$ cat src/rtl/uart_tx_arb_pkg.sv
`default_nettype none
// ============================================================================
//  Module   : uart_tx_arb_pkg
//  Purpose  : Shared definitions for the UART TX round-robin arbiter.
//             - Arbiter state encoding (IDLE / LOCK)
//             - Width helper used for the requester index and the timeout
//               counter widths
//  Revision : 1.0 - initial release
// ============================================================================
package uart_tx_arb_pkg;

  typedef enum logic {
    IDLE = 1'b0,
    LOCK = 1'b1
  } arb_state_t;

  // Number of bits needed to index n items, never less than one bit so that
  // degenerate sizes still give a legal vector width.
  function automatic int clog2w(input int n);
    int w;
    w = 0;
    while ((1 << w) < n) begin
      w++;
    end
    return (w < 1) ? 1 : w;
  endfunction

endpackage
`default_nettype wire

$ cat src/rtl/uart_tx_arb_rr_pick.sv
`default_nettype none
// ============================================================================
//  Module   : rr_pick
//  Purpose  : Combinational round-robin picker. Finds the first set bit of
//             req strictly after position ptr, wrapping modulo RN.
//  Ports    : req [RN] - request vector
//             ptr [RL] - index of the last winner (lowest priority)
//             any      - at least one request is set
//             idx [RL] - winning index (0 when any is low)
//  Revision : 1.0 - initial release
// ============================================================================
module rr_pick
  import uart_tx_arb_pkg::*;
#(
  parameter int RN = 4,
  parameter int RL = clog2w(RN)
) (
  input  logic [RN-1:0] req,
  input  logic [RL-1:0] ptr,
  output logic          any,
  output logic [RL-1:0] idx
);

  logic [RL-1:0] w_cand;

  always_comb begin
    any    = |req;
    idx    = '0;
    w_cand = '0;
    // Walk from the farthest candidate back toward ptr+1; the last hit
    // written is therefore the nearest one after ptr.
    for (int k = RN; k >= 1; k--) begin
      w_cand = RL'((int'(ptr) + k) % RN);
      if (req[w_cand]) begin
        idx = w_cand;
      end
    end
  end

endmodule
`default_nettype wire

$ cat src/rtl/uart_tx_arb.sv
`default_nettype none
// ============================================================================
//  Module   : uart_tx_arb
//  Purpose  : Round-robin arbiter sharing one UART TX byte stream among RN
//             requesters. A grant is held for a whole packet (up to tlast),
//             the output is registered, and a requester stalling mid-packet
//             for TO cycles loses its grant (TO = 0 disables this).
//  Ports    : clk, rst                   - clock, synchronous active-high reset
//             req_tvalid/tdata/tlast     - per-requester stream inputs
//             req_tready                 - per-requester ready
//             out_tvalid/tdata, out_tready - stream toward the transmitter
//             gnt_vld, gnt_idx           - current grant
//             abt_pls, abt_idx           - one-cycle abort-by-timeout report
//  Revision : 1.0 - initial release
// ============================================================================
module uart_tx_arb
  import uart_tx_arb_pkg::*;
#(
  parameter int DW = 8,
  parameter int RN = 4,
  parameter int RL = clog2w(RN),
  parameter int TO = 256,
  parameter int TL = clog2w(TO + 1)
) (
  input  logic             clk,
  input  logic             rst,
  input  logic [RN-1:0]    req_tvalid,
  input  logic [RN*DW-1:0] req_tdata,
  input  logic [RN-1:0]    req_tlast,
  output logic [RN-1:0]    req_tready,
  output logic             out_tvalid,
  output logic [DW-1:0]    out_tdata,
  input  logic             out_tready,
  output logic             gnt_vld,
  output logic [RL-1:0]    gnt_idx,
  output logic             abt_pls,
  output logic [RL-1:0]    abt_idx
);

  arb_state_t    r_state;
  logic          r_out_tvalid;
  logic [DW-1:0] r_out_tdata;
  logic          r_gnt_vld;
  logic [RL-1:0] r_gnt_idx;
  logic [RL-1:0] r_ptr;
  logic          r_abt_pls;
  logic [RL-1:0] r_abt_idx;

  logic          w_any;
  logic [RL-1:0] w_win;
  logic [DW-1:0] w_lane_data [RN];
  logic          w_lane_vld;
  logic          w_lane_last;
  logic          w_out_free;
  logic          w_acc;
  logic          w_to_hit;
  logic [RN-1:0] w_req_tready;

  genvar gi;
  generate
    for (gi = 0; gi < RN; gi++) begin : g_lane
      assign w_lane_data[gi] = req_tdata[gi*DW +: DW];
    end
  endgenerate

  rr_pick #(
    .RN (RN),
    .RL (RL)
  ) u_pick (
    .req (req_tvalid),
    .ptr (r_ptr),
    .any (w_any),
    .idx (w_win)
  );

  assign w_lane_vld  = req_tvalid[r_gnt_idx];
  assign w_lane_last = req_tlast[r_gnt_idx];
  // Output register can take a beat when empty or draining this cycle.
  assign w_out_free  = ~r_out_tvalid | out_tready;
  assign w_acc       = (r_state == LOCK) & w_lane_vld & w_out_free;

  always_comb begin
    w_req_tready = '0;
    if (r_state == LOCK) begin
      w_req_tready[r_gnt_idx] = w_out_free;
    end
  end

  // Stall timer: counts idle cycles of the granted lane. Held at zero outside
  // LOCK, so every new grant starts from zero. A back-pressured lane keeps
  // tvalid high and therefore never advances it.
  generate
    if (TO > 0) begin : g_to
      logic [TL-1:0] r_to_cnt;

      always_ff @(posedge clk) begin
        if (rst) begin
          r_to_cnt <= '0;
        end else if ((r_state != LOCK) || w_acc) begin
          r_to_cnt <= '0;
        end else if (!w_lane_vld) begin
          r_to_cnt <= r_to_cnt + TL'(1);
        end
      end

      assign w_to_hit = (r_state == LOCK) && !w_lane_vld &&
                        (r_to_cnt == TL'(TO - 1));
    end else begin : g_no_to
      assign w_to_hit = 1'b0;
    end
  endgenerate

  always_ff @(posedge clk) begin
    if (rst) begin
      r_state      <= IDLE;
      r_out_tvalid <= 1'b0;
      r_out_tdata  <= '0;
      r_gnt_vld    <= 1'b0;
      r_gnt_idx    <= '0;
      r_ptr        <= RL'(RN - 1);
      r_abt_pls    <= 1'b0;
      r_abt_idx    <= '0;
    end else begin
      r_abt_pls <= 1'b0;

      if (w_acc) begin
        r_out_tvalid <= 1'b1;
        r_out_tdata  <= w_lane_data[r_gnt_idx];
      end else if (out_tready) begin
        r_out_tvalid <= 1'b0;
      end

      case (r_state)
        IDLE: begin
          if (w_any) begin
            r_state   <= LOCK;
            r_gnt_vld <= 1'b1;
            r_gnt_idx <= w_win;
            r_ptr     <= w_win;
          end
        end
        LOCK: begin
          // An accepted tlast excludes an idle lane, so it always wins over
          // the timeout in the same cycle.
          if (w_acc && w_lane_last) begin
            r_state   <= IDLE;
            r_gnt_vld <= 1'b0;
          end else if (w_to_hit) begin
            r_state   <= IDLE;
            r_gnt_vld <= 1'b0;
            r_abt_pls <= 1'b1;
            r_abt_idx <= r_gnt_idx;
          end
        end
        default: begin
          r_state <= IDLE;
        end
      endcase
    end
  end

  assign req_tready = w_req_tready;
  assign out_tvalid = r_out_tvalid;
  assign out_tdata  = r_out_tdata;
  assign gnt_vld    = r_gnt_vld;
  assign gnt_idx    = r_gnt_idx;
  assign abt_pls    = r_abt_pls;
  assign abt_idx    = r_abt_idx;

endmodule
`default_nettype wire

$ cat config.mk
export PLATFORM = sky130hd
export DESIGN_NAME = uart_tx_arb
export DESIGN_NICKNAME = d
export VERILOG_FILES = /design/src/rtl/uart_tx_arb_pkg.sv /design/src/rtl/uart_tx_arb_rr_pick.sv /design/src/rtl/uart_tx_arb.sv
export SDC_FILE = /design/constraint.sdc
export NUM_CORES = 1
export LEC_CHECK = 0
export BUFFER_PORTS_ARGS = -buffer_cell sky130_fd_sc_hd__clkbuf_2
export CAP_MARGIN = 20
export CORE_ASPECT_RATIO = 1.1
export CORE_MARGIN = 2
export CORE_UTILIZATION = 47
export CTS_CLUSTER_SIZE = 25
export DETAILED_ROUTE_END_ITERATION = 8
export PLACE_DENSITY = 0.76
export SYNTH_ARGS = -nofsm -noshare
export SYNTH_HDL_FRONTEND = slang
export SYNTH_SLANG_ARGS = --single-unit
export TNS_END_PERCENT = 20
$ cat constraint.sdc
create_clock -name clk -period 2.05 [get_ports clk]
set_input_delay 0.41 -clock clk [delete_from_list [all_inputs] [get_ports clk]]
set_output_delay 0.41 -clock clk [all_outputs]
set_load 0.05 [all_outputs]
==> flow_summary.toml <==
[status]
status = "complete, no violations"

[drt]
viasPerCell = 5.474
drtPass1Iterations = 4
wl_per_cell_um = 12.72
postRouteAntennaNets = 0
drt_iter0_drc = 42
drc = 0
wl_um = 3218
vias = 1385

[worst_setup_path]
cp_data_arrival_time_ps = 1510
critPathBufInv = 2
crit_family = "buffers and inverters"
r2r_cells = 4
crit_slowest_cell = "dfxtp_2"
crit_chain = "buf_4 -> nand3_1 -> nor2_1 -> clkbuf_2"
crit_required_ps = 1640
worst-path-stages = 4
startpoint_type = "register"
end_kind = "output port"
worstPathMaxFanout = 13
criticalPathCategory = "reg2out"
cpPeakStageDelay_ps = 390

[logic_synthesis]
synth.most_common_cell = "nand2_1"
synth_cell_types = 34
synth_edf_count = 0
syn_inst = 158
synth_top_area_share_pct = 37.21
syn_area_um2 = 1453
syn_avg_cell_area_um2 = 9.194
synth_area_leader_cell = "dfxtp_1"
synthArstFlopShare_pct = 0
ys_warn_count = 0
synth-seq-area-share_pct = 37.21
synth_flop_cell = "dfxtp_1"
synthTopCellsByArea = "dfxtp_1, mux4_2, nand2_1, a21oi_1, nor2_1"
ys_top_cells_by_count = "nand2_1, dfxtp_1, a21oi_1, nor2_1, mux4_2"
syn_nets = 203
ys_ff_latch = 27

[timing]
finalHoldViolCount = 0
hold_ws_ps = 467.7
fin_crit_sh_pct = 93.42
timing.fmax_ghz = 0.5221
slew_violations = 0
rsz0062_at_grt = "false"
worst_pin_slew_ps = 430.9
min_period_ps = 1915
fin_worst_skew_ps = 9.156
setup_viol = 0
worst_slew_margin_rel_pct = 71.27

[final_layout]
diodes = 0
drive_gt1_share_pct = 40.64
design_area_um2 = 1838
areaGrowthSynthToFinish_pct = 26.53
nNetsFinal = 265
fill_cells = 260
instances_no_fill = 253

[place]
dpl_cell_area_um2 = 1807
port_buffers = 61
gp_congestion = 0.7423
place_inst = 249
dpl.hpwl_um = 2575

[clock_tree]
tritoncts = "done"
ctsHoldBuffers = 0
cts_setup_buffers = 0
cts_max_level = 1
path_clk_slew_ps = 150
cts_buffers = 3
root_buffer = "clkbuf_4"
clock_latency_ps = 320
cts_resized = 0
clockBufferDepth = 2
clock-sinks = 27

[floorplan]
io_pins = 62
die_y_um = 62.31
fp.dieArea_um2 = 3552
coreArea_um2 = 2995
rows = 21
start_util_pct = 48.50
die_w_um = 57.01

[power_and_ir_drop]
power_frac_clock_pct = 19.1
intPower_w = 0.0007858
p_leak_nw = 0.7768
swShare_pct = 34.68
power_density_nw_per_um2 = 654.6
power_frac_seq_pct = 48.3
combPwrFrac_pct = 32.6
ir_drop_mv = 0.4629
p_sw_w = 0.0004173
power.total_w = 0.001203

[global_route]
grt_max_degree = 21
grt_pass1_wl_um = 5271
grt_overflow = 0
antenna_found_initial = 0
grt_pass1_vias = 1218
track_usage_pct = 18.44

[min_path]
hp-class = "reg2reg"
whs_path_depth = 2

[run]
drv_cap = 0
-- routing by layer --
metal  track usage, %  vias to the layer above  wire length [µm]
met1            23.61                      640              1415
li1                 -                      691                 -
met4            5.233                        0                25
met5                0                        -                 0
met2            31.32                       52              1535
met3            3.542                        2               243
-- worst paths after layout --
path / from / endpoint / slack (ps)
min: out_tdata[3] / out_tdata[3] / 470
max reg2reg: gnt_idx[0] / gnt_vld / 240
min reg2reg: out_tdata[3] / out_tdata[3] / 470
max: gnt_idx[1] / req_tready[3] / 130
-- worst register-to-register path, delay by kind of cell (launching register included) --
family | cells | cell delay, ps
DFF | 1 | 400
muxes | 1 | 650
and+or+nand+nor | 1 | 280
AOI/OAI and AO/OA | 2 | 420
-- sequential cells by signal, indices dropped and copies added (netlist names) --
signal	flops
abt_pls	1
g_to.r_to_cnt	9
gnt_vld	1
abt_idx	2
r_state	1
r_ptr	2
gnt_idx	2
out_tvalid	1
out_tdata	8
-- cells by family (layout without fill, tap and decap cells) --
family | count (synthesis) | count (layout) | share of synthesized area (%)
AND/OR/NAND/NOR | 61 | 61 | 19.81
multiplexers | 12 | 12 | 18.00
AO/OA/AOI/OAI | 32 | 32 | 13.52
buffers and inverters | 17 | 78 | 5.512
adder cells (fa/ha/maj) | 2 | 2 | 1.722
flip-flops | 27 | 27 | 37.21
XOR/XNOR | 7 | 7 | 4.221
-- cells in the final DEF (no fill, tap or decap), types with 3 or more instances in the layout --
cell	n
a211o_1	3
clkbuf_2	61
inv_1	8
o21ai_0	5
clkbuf_4	3
nor2_1	12
nand3_1	3
nor3_1	3
mux4_2	10
nand2_1	29
a21oi_1	18
buf_4	4
xnor2_1	5
dfxtp_1	26
-- power by group through the flow --
stage	clock (W)	combinational (W)	sequential, W
CTS	0.000239	0.000394	0.000582
detailed placement	0	0.000392	0.000593
global placement	0	0.000389	0.000592
global route	0.000257	0.000424	0.000587
floorplan	0	0.000220	0.000662
finish	0.000230	0.000392	0.000582
-- through the flow --
step / worst slack, ps / util, % / TNS, ps
after global placement: 138.1 / 60.32 / 0
after floorplan: -384.5 / - / -1500
after global routing: 23.47 / 61.36 / 0
final: 134.8 / 61.36 / 0
after CTS: 37.09 / 61.24 / 0
after detailed placement: 115.5 / 60.32 / 0
-- final cells by class --
cell class	count	area, µm²	share of cell area, %
Timing Repair Buffer	66	346.6	18.86
Sequential cell	27	541.8	29.48
Tap cell	34	42.54	2.315
Multi-Input combinational cell	114	849.6	46.22
Clock buffer	3	22.52	1.225
Clock inverter	1	5.005	0.2723
Inverter	8	30.03	1.634
Power figures use the tool's default switching activity.
